**src/rtl/riscv_pkg.sv**
```systemverilog
// Shared RV32 constants and the fetch buffer entry type.
// Used by the fetch unit and its instruction buffer.
package riscv_pkg;

    localparam int unsigned     XLEN             = 32;
    localparam logic [XLEN-1:0] NOP_INSTR        = 32'h0000_0013;
    localparam logic [XLEN-1:0] RESET_PC_DEFAULT = 32'h0000_0000;

    typedef struct packed {
        logic [XLEN-1:0] pc;
        logic [XLEN-1:0] instr;
    } fetch_entry_t;

    // Sequential fetch step; wraps naturally at the top of the address space.
    function automatic logic [XLEN-1:0] next_pc(input logic [XLEN-1:0] pc);
        return pc + XLEN'(4);
    endfunction

endpackage

```
**src/rtl/fetch_buffer.sv**
```systemverilog
// Small circular FIFO of {pc, instr} pairs between instruction memory and IF/ID.
// Flush wins over push/pop; a push into a full buffer is accepted only alongside a pop.
module fetch_buffer
    import riscv_pkg::*;
#(
    parameter int unsigned DEPTH = 2
) (
    input  logic                       clk,
    input  logic                       reset,
    input  logic                       push,
    input  logic [XLEN-1:0]            push_pc,
    input  logic [XLEN-1:0]            push_instr,
    input  logic                       pop,
    input  logic                       flush,
    output logic [XLEN-1:0]            head_pc,
    output logic [XLEN-1:0]            head_instr,
    output logic [$clog2(DEPTH+1)-1:0] count,
    output logic                       empty,
    output logic                       full
);

    localparam int unsigned     PtrW    = (DEPTH > 1) ? $clog2(DEPTH) : 1;
    localparam int unsigned     CntW    = $clog2(DEPTH + 1);
    localparam logic [PtrW-1:0] LastIdx = PtrW'(DEPTH - 1);

    fetch_entry_t    mem_q [DEPTH];
    logic [PtrW-1:0] rd_ptr_q, rd_ptr_d;
    logic [PtrW-1:0] wr_ptr_q, wr_ptr_d;
    logic [CntW-1:0] count_q, count_d;
    logic            do_push, do_pop;

    assign empty      = (count_q == '0);
    assign full       = (count_q == CntW'(DEPTH));
    assign count      = count_q;
    assign head_pc    = mem_q[rd_ptr_q].pc;
    assign head_instr = mem_q[rd_ptr_q].instr;

    assign do_pop  = pop & ~empty;
    assign do_push = push & (~full | do_pop);

    always_comb begin
        rd_ptr_d = rd_ptr_q;
        wr_ptr_d = wr_ptr_q;
        count_d  = count_q;
        if (flush) begin
            rd_ptr_d = '0;
            wr_ptr_d = '0;
            count_d  = '0;
        end else begin
            if (do_pop) begin
                rd_ptr_d = (rd_ptr_q == LastIdx) ? '0 : rd_ptr_q + 1'b1;
            end
            if (do_push) begin
                wr_ptr_d = (wr_ptr_q == LastIdx) ? '0 : wr_ptr_q + 1'b1;
            end
            case ({do_push, do_pop})
                2'b10:   count_d = count_q + 1'b1;
                2'b01:   count_d = count_q - 1'b1;
                default: count_d = count_q;
            endcase
        end
    end

    always_ff @(posedge clk) begin
        if (reset) begin
            rd_ptr_q <= '0;
            wr_ptr_q <= '0;
            count_q  <= '0;
            for (int i = 0; i < int'(DEPTH); i++) begin
                mem_q[i] <= '0;
            end
        end else begin
            rd_ptr_q <= rd_ptr_d;
            wr_ptr_q <= wr_ptr_d;
            count_q  <= count_d;
            if (do_push && !flush) begin
                mem_q[wr_ptr_q] <= '{pc: push_pc, instr: push_instr};
            end
        end
    end

endmodule

```
**src/rtl/fetch_unit.sv**
```systemverilog
// Credit-based instruction fetch front end feeding the IF/ID register.
// Tracks request PCs in order, buffers early responses and discards stale ones after redirects.
module fetch_unit
    import riscv_pkg::*;
#(
    parameter logic [XLEN-1:0] RESET_PC  = RESET_PC_DEFAULT,
    parameter int unsigned     BUF_DEPTH = 2
) (
    input  logic            clk,
    input  logic            reset,
    input  logic            IFWrite,
    input  logic            Branch,
    input  logic            Jump,
    input  logic [XLEN-1:0] JumpAddr,
    output logic            imem_req,
    output logic [XLEN-1:0] imem_addr,
    input  logic            imem_ready,
    input  logic            imem_rvalid,
    input  logic [XLEN-1:0] imem_rdata,
    output logic [XLEN-1:0] Instruction_id,
    output logic [XLEN-1:0] PC_id,
    output logic            Valid_id
);

    localparam int unsigned     CntW        = $clog2(BUF_DEPTH + 1);
    localparam int unsigned     PtrW        = (BUF_DEPTH > 1) ? $clog2(BUF_DEPTH) : 1;
    localparam logic [PtrW-1:0] LastTag     = PtrW'(BUF_DEPTH - 1);
    localparam logic [CntW:0]   CreditLimit = (CntW + 1)'(BUF_DEPTH);

    logic [XLEN-1:0] fetch_pc_q, fetch_pc_d;
    logic [CntW-1:0] outstanding_q, outstanding_d;
    logic [CntW-1:0] discard_q, discard_d;
    logic [XLEN-1:0] tag_q [BUF_DEPTH];
    logic [PtrW-1:0] tag_wr_q, tag_wr_d;
    logic [PtrW-1:0] tag_rd_q, tag_rd_d;
    logic [XLEN-1:0] instr_id_q, instr_id_d;
    logic [XLEN-1:0] pc_id_q, pc_id_d;
    logic            valid_id_q, valid_id_d;

    logic            redirect;
    logic            credit_ok;
    logic            accept;
    logic            resp_drop;
    logic            resp_keep;
    logic            advance;
    logic            bypass;
    logic            buf_push;
    logic            buf_pop;
    logic            buf_empty;
    logic            buf_full;
    logic [CntW-1:0] buf_count;
    logic [XLEN-1:0] buf_head_pc;
    logic [XLEN-1:0] buf_head_instr;
    logic [XLEN-1:0] resp_pc;

    assign redirect = (Branch | Jump) & IFWrite;

    // Every in-flight request owns a buffer slot, so responses always have room to land.
    assign credit_ok = ({1'b0, outstanding_q} + {1'b0, buf_count}) < CreditLimit;
    assign imem_req  = ~reset & ~redirect & credit_ok;
    assign imem_addr = fetch_pc_q;
    assign accept    = imem_req & imem_ready;

    assign resp_drop = imem_rvalid & (redirect | (discard_q != '0));
    assign resp_keep = imem_rvalid & ~resp_drop;
    assign resp_pc   = tag_q[tag_rd_q];

    assign advance  = IFWrite & ~redirect;
    assign buf_pop  = advance & ~buf_empty;
    assign bypass   = advance & buf_empty & resp_keep;
    assign buf_push = resp_keep & ~bypass & (~buf_full | buf_pop);

    fetch_buffer #(
        .DEPTH (BUF_DEPTH)
    ) u_fetch_buffer (
        .clk        (clk),
        .reset      (reset),
        .push       (buf_push),
        .push_pc    (resp_pc),
        .push_instr (imem_rdata),
        .pop        (buf_pop),
        .flush      (redirect),
        .head_pc    (buf_head_pc),
        .head_instr (buf_head_instr),
        .count      (buf_count),
        .empty      (buf_empty),
        .full       (buf_full)
    );

    always_comb begin
        fetch_pc_d = fetch_pc_q;
        if (redirect) begin
            fetch_pc_d = JumpAddr;
        end else if (accept) begin
            fetch_pc_d = next_pc(fetch_pc_q);
        end
    end

    always_comb begin
        outstanding_d = outstanding_q;
        case ({accept, imem_rvalid})
            2'b10:   outstanding_d = outstanding_q + 1'b1;
            2'b01:   outstanding_d = outstanding_q - 1'b1;
            default: outstanding_d = outstanding_q;
        endcase
    end

    // A redirect never coincides with an acceptance, so what remains in flight is stale.
    always_comb begin
        discard_d = discard_q;
        if (redirect) begin
            discard_d = imem_rvalid ? outstanding_q - 1'b1 : outstanding_q;
        end else if (imem_rvalid && (discard_q != '0)) begin
            discard_d = discard_q - 1'b1;
        end
    end

    always_comb begin
        tag_wr_d = tag_wr_q;
        tag_rd_d = tag_rd_q;
        if (accept) begin
            tag_wr_d = (tag_wr_q == LastTag) ? '0 : tag_wr_q + 1'b1;
        end
        if (imem_rvalid) begin
            tag_rd_d = (tag_rd_q == LastTag) ? '0 : tag_rd_q + 1'b1;
        end
    end

    always_comb begin
        instr_id_d = instr_id_q;
        pc_id_d    = pc_id_q;
        valid_id_d = valid_id_q;
        if (redirect) begin
            instr_id_d = NOP_INSTR;
            valid_id_d = 1'b0;
        end else if (IFWrite) begin
            if (buf_pop) begin
                instr_id_d = buf_head_instr;
                pc_id_d    = buf_head_pc;
                valid_id_d = 1'b1;
            end else if (bypass) begin
                instr_id_d = imem_rdata;
                pc_id_d    = resp_pc;
                valid_id_d = 1'b1;
            end else begin
                instr_id_d = NOP_INSTR;
                valid_id_d = 1'b0;
            end
        end
    end

    always_ff @(posedge clk) begin
        if (reset) begin
            fetch_pc_q    <= RESET_PC;
            outstanding_q <= '0;
            discard_q     <= '0;
            tag_wr_q      <= '0;
            tag_rd_q      <= '0;
            instr_id_q    <= NOP_INSTR;
            pc_id_q       <= '0;
            valid_id_q    <= 1'b0;
            for (int i = 0; i < int'(BUF_DEPTH); i++) begin
                tag_q[i] <= '0;
            end
        end else begin
            fetch_pc_q    <= fetch_pc_d;
            outstanding_q <= outstanding_d;
            discard_q     <= discard_d;
            tag_wr_q      <= tag_wr_d;
            tag_rd_q      <= tag_rd_d;
            instr_id_q    <= instr_id_d;
            pc_id_q       <= pc_id_d;
            valid_id_q    <= valid_id_d;
            if (accept) begin
                tag_q[tag_wr_q] <= fetch_pc_q;
            end
        end
    end

    assign Instruction_id = instr_id_q;
    assign PC_id          = pc_id_q;
    assign Valid_id       = valid_id_q;

endmodule

```
**config.mk**
```make
export PLATFORM = sky130hd
export DESIGN_NAME = fetch_unit
export DESIGN_NICKNAME = d
export VERILOG_FILES = /design/src/rtl/riscv_pkg.sv /design/src/rtl/fetch_buffer.sv /design/src/rtl/fetch_unit.sv
export SDC_FILE = /design/constraint.sdc
export NUM_CORES = 1
export LEC_CHECK = 0
export BUFFER_PORTS_ARGS = -buffer_cell sky130_fd_sc_hd__clkbuf_2
export CORE_UTILIZATION = 35
export CTS_CLUSTER_SIZE = 30
export DETAILED_ROUTE_END_ITERATION = 12
export PLACE_DENSITY = 0.59
export SKIP_CTS_REPAIR_TIMING = 1
export SLEW_MARGIN = 15
export SYNTH_ARGS = -nofsm -noshare
export SYNTH_HDL_FRONTEND = slang
export SYNTH_SLANG_ARGS = --single-unit
```
**constraint.sdc**
```tcl
create_clock -name clk -period 7.45 [get_ports clk]
set_clock_uncertainty 0.05 [all_clocks]
set_input_delay 1.1175 -clock clk [delete_from_list [all_inputs] [get_ports clk]]
set_output_delay 1.1175 -clock clk [all_outputs]
set_load 0.01 [all_outputs]
```
* After elaboration in Yosys (flattened, before gate mapping)
Memory sizes are Yosys's and may differ from the RTL's. A register that Yosys moved wholly into a read port is not among the register bits. Cells that the tools add are included.
Cells by class: magnitude comparators 1, muxes and demuxes 35, reductions and logical operators 14, $add $sub $neg 11, bitwise gates (word level) 24, $mul 0, eq/ne operators 5, shifts and indexed selects 0, divide/modulo/power cells 0
Operator list (count):
- $mux W32 | 7
- $mux W64 | 1
- $reduce_or A64 Y1 | 1
- $add A32 B3 Y32 const B | 1
- $reduce_or A32 Y1 | 1
- $mux W1 | 22
- $and A1 B1 Y1 | 14
- $reduce_bool A2 Y1 | 6
- $pmux W2 S2 | 2
- $eq A2 B2 Y1 const B | 3
- $mux W2 | 3
- $not A1 Y1 | 6
- $sub A2 B1 Y2 const B | 3
- $add A1 B1 Y1 const B | 4
- $add A2 B1 Y2 const B | 2
- $eq A2 B1 Y1 const B | 2
- $or A1 B1 Y1 | 4
- $add A2 B2 Y3 | 1
- $lt A3 B2 Y1 const B | 1
- $reduce_and A3 Y1 | 1
- $logic_and A1 B1 Y1 | 2
- $logic_not A2 Y1 | 1
- $reduce_or A2 Y1 | 1
- $logic_not A1 Y1 | 1
Word-level totals: bits in latches 0, RAM bits 192, logic and storage cells 103, bits in read-only memories 0, memories kept 2, input port bits 71, register bits 107, output and inout bits 98
Memories:
- u_fetch_buffer.mem_q | depth 2, width 64, read ports 1, clocked after Yosys merged registers in 1, wr ports 2, line fetch_buffer.sv:26 | fetch_entry_t mem_q [DEPTH];
- tag_q | depth 2, width 32, read ports 1, clocked after Yosys merged registers in 1, wr ports 2, line fetch_unit.sv:33 | logic [XLEN-1:0] tag_q [BUF_DEPTH];

* Logic depth before layout (Yosys ltp)
Gate-level depths: netlist (run 1).
word-level depth 17, gate-level depth with buffers 10

* Modules after synthesis
Synthesis (run 1) repeated with hierarchy kept, for this count alone.
Unflattened totals: cells, all modules 1126, area, all modules 13594.3 um2
Modules (own cells, without submodules):
- fetch_unit | times used 1, cells an instance 752, area an instance 7686.1 um2
- fetch_buffer | times used 1, cells an instance 374, area an instance 5908.2 um2

* Least setup slack after synthesis (run 1)
Ideal clock, no wire load.
path type input port to flip-flop, from input reset, to memory tag_q[0][0] (enable), arrival 4.184 ns, setup slack 2.750 ns, buffers on the path 1, stages on the path 4, cell sequence buf_2 > nor4b_4 > nand2_1 > o21ai_0
RTL lines:
- start, declared | line fetch_unit.sv:10 | input logic reset,
- end, declared | line fetch_unit.sv:33

==> reports/metrics.yaml, run 1 <==
yosys:
  ys_warn_count: 0
  syn_inst: 1125
  synthDistinctLibCells: 53
  ys_seq_elements: 301
  synth-async-reset-ratio_pct: 0
  avgSynthCellArea_um2: 11.7
  synth_edf_count: 192
  seq_area_frac_synth_pct: 60.6
  netlist_area_um2: 13100
  syn_nets: 1201
  synthFlopType: "edfxtp_1"
clocking:
  cts_root_buf: "clkbuf_16"
  htreeDepth: 2
  clk_path_buf_depth: 3
  cts_tree: "yes"
  clk_pin_slew_worst_paths_ns: 0.06
  numCtsBuffers: 35
  clock_latency_ns: 0.51
  cts_sinks: 301
die:
  io_pins: 169
  initial_utilization_pct: 35.7
  core_area_um2: 36800
  die_w_um: 196
  placementRows: 70
  die_area_um2: 38300
  die_height_um: 196
cells_and_area:
  nets: 1336
  fillerInstances: 3409
  final-seq-area_um2: 7950
  drive_above_1_share_pct: 24.6
  final_cell_mix: "edfxtp_1, clkbuf_2, and2_1, nor2_1, dfxtp_1"
  area_growth_pct: 18.1
  mostFrequentLayoutCell: "edfxtp_1"
  multi_input_area_um2: 4870
  instances_no_fill: 1756
worst_setup_path:
  slowest_stage: "and3_1"
  crit_buf_inv: 0
  endpoint_kind: "flip-flop"
  critPathKind: "reg -> reg"
  cp.required_ns: 7.52
  worstSetupStartpointType: "flip-flop"
  max_stage_delay_ns: 0.90
  cp_max_fo: 32
  crit_family: "simple AND/OR/NAND/NOR gates"
  crit_path_cell_trace: "and2_1 > fa_1 > nor4b_4 > and3_1 > or2_2"
  worstPathArrival_ns: 4.40
sta:
  max_freq_mhz: 231
  hold_viol: 0
  worst_pin_slew_ns: 1.06
  fin_tns_setup_ns: 0
  fin_crit_sh_pct: 58.0
  finalMaxSlewViolations: 0
  maxSlewHeadroom_pct: 29.5
  layout_min_cycle_time_ns: 4.32
  rsz0062_at_grt: "false"
  setup_violations: 0
grt:
  track_usage_pct: 16.8
  grt_pass1_vias: 8716
  grt_max_degree: 65
  grt_pass1_wl_um: 50800
  antenna_found_initial: 1
  overflow: 0
status:
  status: "finished clean"
drt:
  wl_per_cell_um: 18.9
  ant_nets: 0
  drt_iter0_markers: 754
  drc: 0
  vias: 9331
  finalWirelength_um: 33100
  detail_route.first_pass.iterations: 6
  vias_per_cell: 5.31
placement:
  dp_hpwl_um: 20700
  dp_cells: 1691
  routabilityCongestion: 0.765
  io_buffers: 168
pwr:
  peakVddDrop_mv: 0.163
  power_density_nw_per_um2: 250
  leakagePower_uw: 0.00572
worst_hold_path:
  hp-class: "reg -> reg"
flow_run:
  maxCapViolCount: 0
worst reg2reg max path, delay by kind of cell, from the launching register on:
| family | cells | cell delay [ns] |
|---|---|---|
| fa+ha+maj | 1 | 0.48 |
| flops | 1 | 0.69 |
| simple gates | 4 | 2.70 |
path summary, 6_finish.rpt:
path                                              start  slack (ns)  cells after the start          end
worst max-delay path            u_fetch_buffer.count[0]        3.13                      5  tag_q[1][0]
worst min-delay path            u_fetch_buffer.rd_ptr_q        0.46                      2    flip-flop
worst max register to register  u_fetch_buffer.count[0]        3.13                      5  tag_q[1][0]
worst min register to register  u_fetch_buffer.rd_ptr_q        0.46                      2    flip-flop
through the flow:
stage	hold slack (ns)	total power, uW	setup WS (ns)	cell area [um2]	utilization, %
after CTS	0.464	3910	3.13	15500	42.1
final	0.462	3880	3.13	15500	42.1
after floorplan	0.430	2140	2.75	13100	-
after global routing	0.485	4020	2.84	15500	42.1
after global placement	0.448	2270	2.93	14400	39.1
after detailed placement	0.448	2280	2.89	14400	39.1
final cells by class:
cell class              count  area share (%)
clock inverters            13           0.678
flip-flops and latches    301            51.3
multi-input cells         732            31.4
clock buffers              51            6.44
well taps                 468            3.78
inverters                   6           0.145
repair buffers            184            6.20
diodes                      1          0.0162
per-layer routing:
layer	GRT usage (%)	wire length, um
met3	2.63	1800
met4	4.26	567
met2	26.5	15300
met5	0	0
met1	24.2	15500
Yosys cell counts (22+ instances only):
cell type,n,area (um2)
nor2_1,112,420
nand2_1,53,199
clkbuf_1,58,218
a222oi_1,29,290
mux2i_1,32,320
nand3_1,45,225
mux2_2,61,687
and2_1,131,820
o211ai_1,33,248
o21ai_0,40,200
buf_2,22,110
dfxtp_1,109,2180
a21oi_1,47,235
edfxtp_1,192,5770
flip-flops by register name (all words and copies together) (netlist names), named ones only:
name                     flops
u_fetch_buffer.mem_q       128
tag_wr_q                     1
tag_q                       64
Valid_id                     1
PC_id                       32
u_fetch_buffer.count         2
tag_rd_q                     1
u_fetch_buffer.wr_ptr_q      1
u_fetch_buffer.rd_ptr_q      1
discard_q                    2
Instruction_id              32
outstanding_q                2
imem_addr                   32
cell families after synthesis:
| logic type | count (synthesis) | share of synthesized area (%) |
|---|---|---|
| AOI/OAI and AO/OA | 188 | 9.69 |
| muxes | 93 | 7.68 |
| buffers and inverters | 92 | 2.84 |
| adders and majority gates | 5 | 0.534 |
| and+or+nand+nor | 423 | 17.2 |
| xor gates and xnor gates | 23 | 1.54 |
| DFF | 301 | 60.6 |
report_power, final:
group          switching, uW  internal [uW]
Combinational            192            119
Sequential              67.9           1860
Clock                    665            969
No activity file was read; power rests on OpenSTA's default activity.
==> inputs of run 2 (changes only) <==
- clock period: 7.45 -> 4.3 ns (I/O delays scaled with it)
==> run 2 against run 1 <==
Effect of this change:
- clock power increased by 87%
- wire length increased by 1.0%
- setup slack got worse by 2.2 ns
- non-clock buffer count increased by 6
- clock-buffer cell count decreased by 5
- critical path depth increased by 2
- sequential power increased by 73%
- die area unchanged
- utilization increased by 0.47 points
==> reports/metrics.yaml, run 2 (synthesized netlist as in run 1, its figures left out) <==
sta:
  fin_tns_setup_ns: 0  # unchanged
  finalMaxSlewViolations: 0  # unchanged
  fin_crit_sh_pct: 77.7  # +20 points
  setup_violations: 0  # unchanged
  maxSlewHeadroom_pct: 20.9  # -8.6 points
  rsz0062_at_grt: "false"
  hold_viol: 0  # unchanged
  max_freq_mhz: 299  # +29%
  layout_min_cycle_time_ns: 3.34  # -0.982 ns
  worst_pin_slew_ns: 1.18  # +0.125 ns
grt:
  busiest_layer: "met2"
  grt.met1_usage_pct: 24.4  # +0.24 points
  use_met2_pct: 27.5  # +1.0 points
  grt_max_degree: 63  # -3.1%
  grt_util_met3_pct: 2.63  # unchanged
  grt_pass1_wl_um: 52000  # +2.4%
  grt_pass1_vias: 9089  # +4.3%
  track_usage_pct: 17.4  # +0.54 points
  overflow: 0  # unchanged
  antenna_found_initial: 1  # unchanged
worst_setup_path:
  r2r_slack_ns: 0.96  # -2.17 ns
  cp_max_fo: 17  # -47%
  critPathKind: "reg -> reg"
  worstSetupStartpointType: "flip-flop"
  cp.required_ns: 4.68  # -2.84 ns
  endpoint_kind: "flip-flop"
  r2r-start: "u_fetch_buffer.count[0]"
  r2r_cells: 7  # +2
  r2r-end: "imem_addr[16]"
  worstPathArrival_ns: 3.72  # -0.68 ns
cells_and_area:
  largest_register: "u_fetch_buffer.mem_q"
  mostFrequentLayoutCell: "edfxtp_1"
  final_cell_mix: "edfxtp_1, clkbuf_2, and2_1, nor2_1, dfxtp_1"
  fillerInstances: 3471  # +1.8%
  nets: 1343  # +0.52%
  finalInstanceArea_um2: 15700  # +1.1%
  top_regs: "u_fetch_buffer.mem_q: 128 flops, tag_q: 64 flops"
  drive_above_1_share_pct: 25.3  # +0.62 points
  area_growth_pct: 19.4
  largest_reg_flops: 128  # unchanged
die:
  die_area_um2: 38300  # unchanged
  io_pins: 169  # unchanged
  die_w_um: 196  # unchanged
  die_height_um: 196  # unchanged
  core_area_um2: 36800  # unchanged
  placementRows: 70  # unchanged
  initial_utilization_pct: 35.7  # unchanged
clocking:
  numCtsBuffers: 36  # +2.9%
  cts_sinks: 301  # unchanged
  clock_latency_ns: 0.52  # about the same
  cts_root_buf: "clkbuf_16"
  cts_tree: "yes"
  htreeDepth: 2  # unchanged
  clk_path_buf_depth: 3  # unchanged
  clk_pin_slew_worst_paths_ns: 0.06  # about the same
placement:
  dp_hpwl_um: 21200  # +2.4%
  routabilityCongestion: 0.769  # +0.48%
  io_buffers: 168  # unchanged
  place_area_um2: 14500  # +0.56%
drt:
  wl_per_cell_um: 19.0  # +0.54%
  finalWirelength_um: 33400  # +1.0%
  drt_iter0_markers: 753  # -0.13%
  drc: 0  # unchanged
  vias_per_cell: 5.35  # +0.69%
  vias: 9438  # +1.1%
  ant_nets: 0  # unchanged
  detail_route.first_pass.iterations: 6  # unchanged
pwr:
  seqPwrFrac_pct: 48.2  # -1.6 points
  clkPwrFrac_pct: 43.8  # +1.6 points
  leakagePower_uw: 0.00581  # +1.6%
  p_sw_share_pct: 23.8  # -0.082 points
  p_int_uw: 5280  # +79%
  fin_total_pwr_uw: 6930  # +79%
  peakVddDrop_mv: 0.249  # +53%
  power_switching_uw: 1650  # +78%
  p_comb_share_pct: 8.0  # about the same
  power_density_nw_per_um2: 442  # +77%
status:
  status: "finished clean"
worst_hold_path:
  worstHoldPathCells: 3  # +1
  hp-start: "JumpAddr[1]"
  holdPathEnd: "imem_addr[1]"
  hp-class: "in -> reg"
flow_run:
  maxCapViolCount: 0  # unchanged
==> run 2: cell types whose count changed in the layout (fill, tap and decap cells not counted), sizes merged <==
| cell | delta |
|---|---|
| clkinvlp | +3 |
| bufinv | +2 |
| buf | +6 |
| clkbuf | -5 |
| clkinv | +2 |
==> run 2: how the worst max path moves through the flow <==
stage / cells past startpoint / end / from
after global placement: 7 / tag_q[0][10] / u_fetch_buffer.count[0]
final: 7 / imem_addr[16] / u_fetch_buffer.count[0]
after global routing: 7 / imem_addr[16] / u_fetch_buffer.count[0]
after floorplan: 7 / u_fetch_buffer.mem_q[0][0] / IFWrite
after CTS: 8 / tag_q[0][7] / u_fetch_buffer.count[0]
after detailed placement: 8 / tag_q[0][7] / u_fetch_buffer.count[0]
==> run 2: final cells by class <==
cell class	instances	area, um2	share of cell area, %
clock inverters	20	196	1.25
diodes	1	2.50	0.0160
multi-input cells	732	4860	31.0
repair buffers	190	1040	6.66
inverters	6	22.5	0.144
clock buffers	46	1000	6.39
flip-flops and latches	301	7950	50.8
well taps	468	586	3.74
==> run 2: stage by stage <==
stage          hold WS, ns  utilization (%)  worst slack, ns  std cells
3_3_place_gp         0.442             39.3             1.05       1697
2_1_floorplan        0.430                -            0.625       1125
5_1_grt              0.318             42.6            0.747       1764
4_1_cts              0.306             42.6            0.966       1763
3_5_place_dp         0.452             39.3             1.00       1697
6_report             0.320             42.6            0.958       1764
==> run 2: power by group through the flow <==
stage / Clock (uW) / Sequential [uW] / Combinational, uW
global placement: 0 / 3400 / 545
global route: 3200 / 3360 / 604
finish: 3040 / 3340 / 552
floorplan: 0 / 3370 / 340
detailed placement: 0 / 3400 / 551
CTS: 3100 / 3340 / 554
==> run 2: layer usage <==
metal	up-vias	wire, um
met3	53	2090
met1	4611	15400
met4	0	761
met2	346	15200
met5	-	0
li1	4428	-
==> run 2: worst max-delay path: stages (launching register included) <==
cell and delay, ns:
dfxtp_1 0.67, and2_1 0.23, fa_1 0.49, nor4b_4 0.28, buf_4 0.26, nand4_1 0.50
or3_1 0.53, a311oi_1 0.25
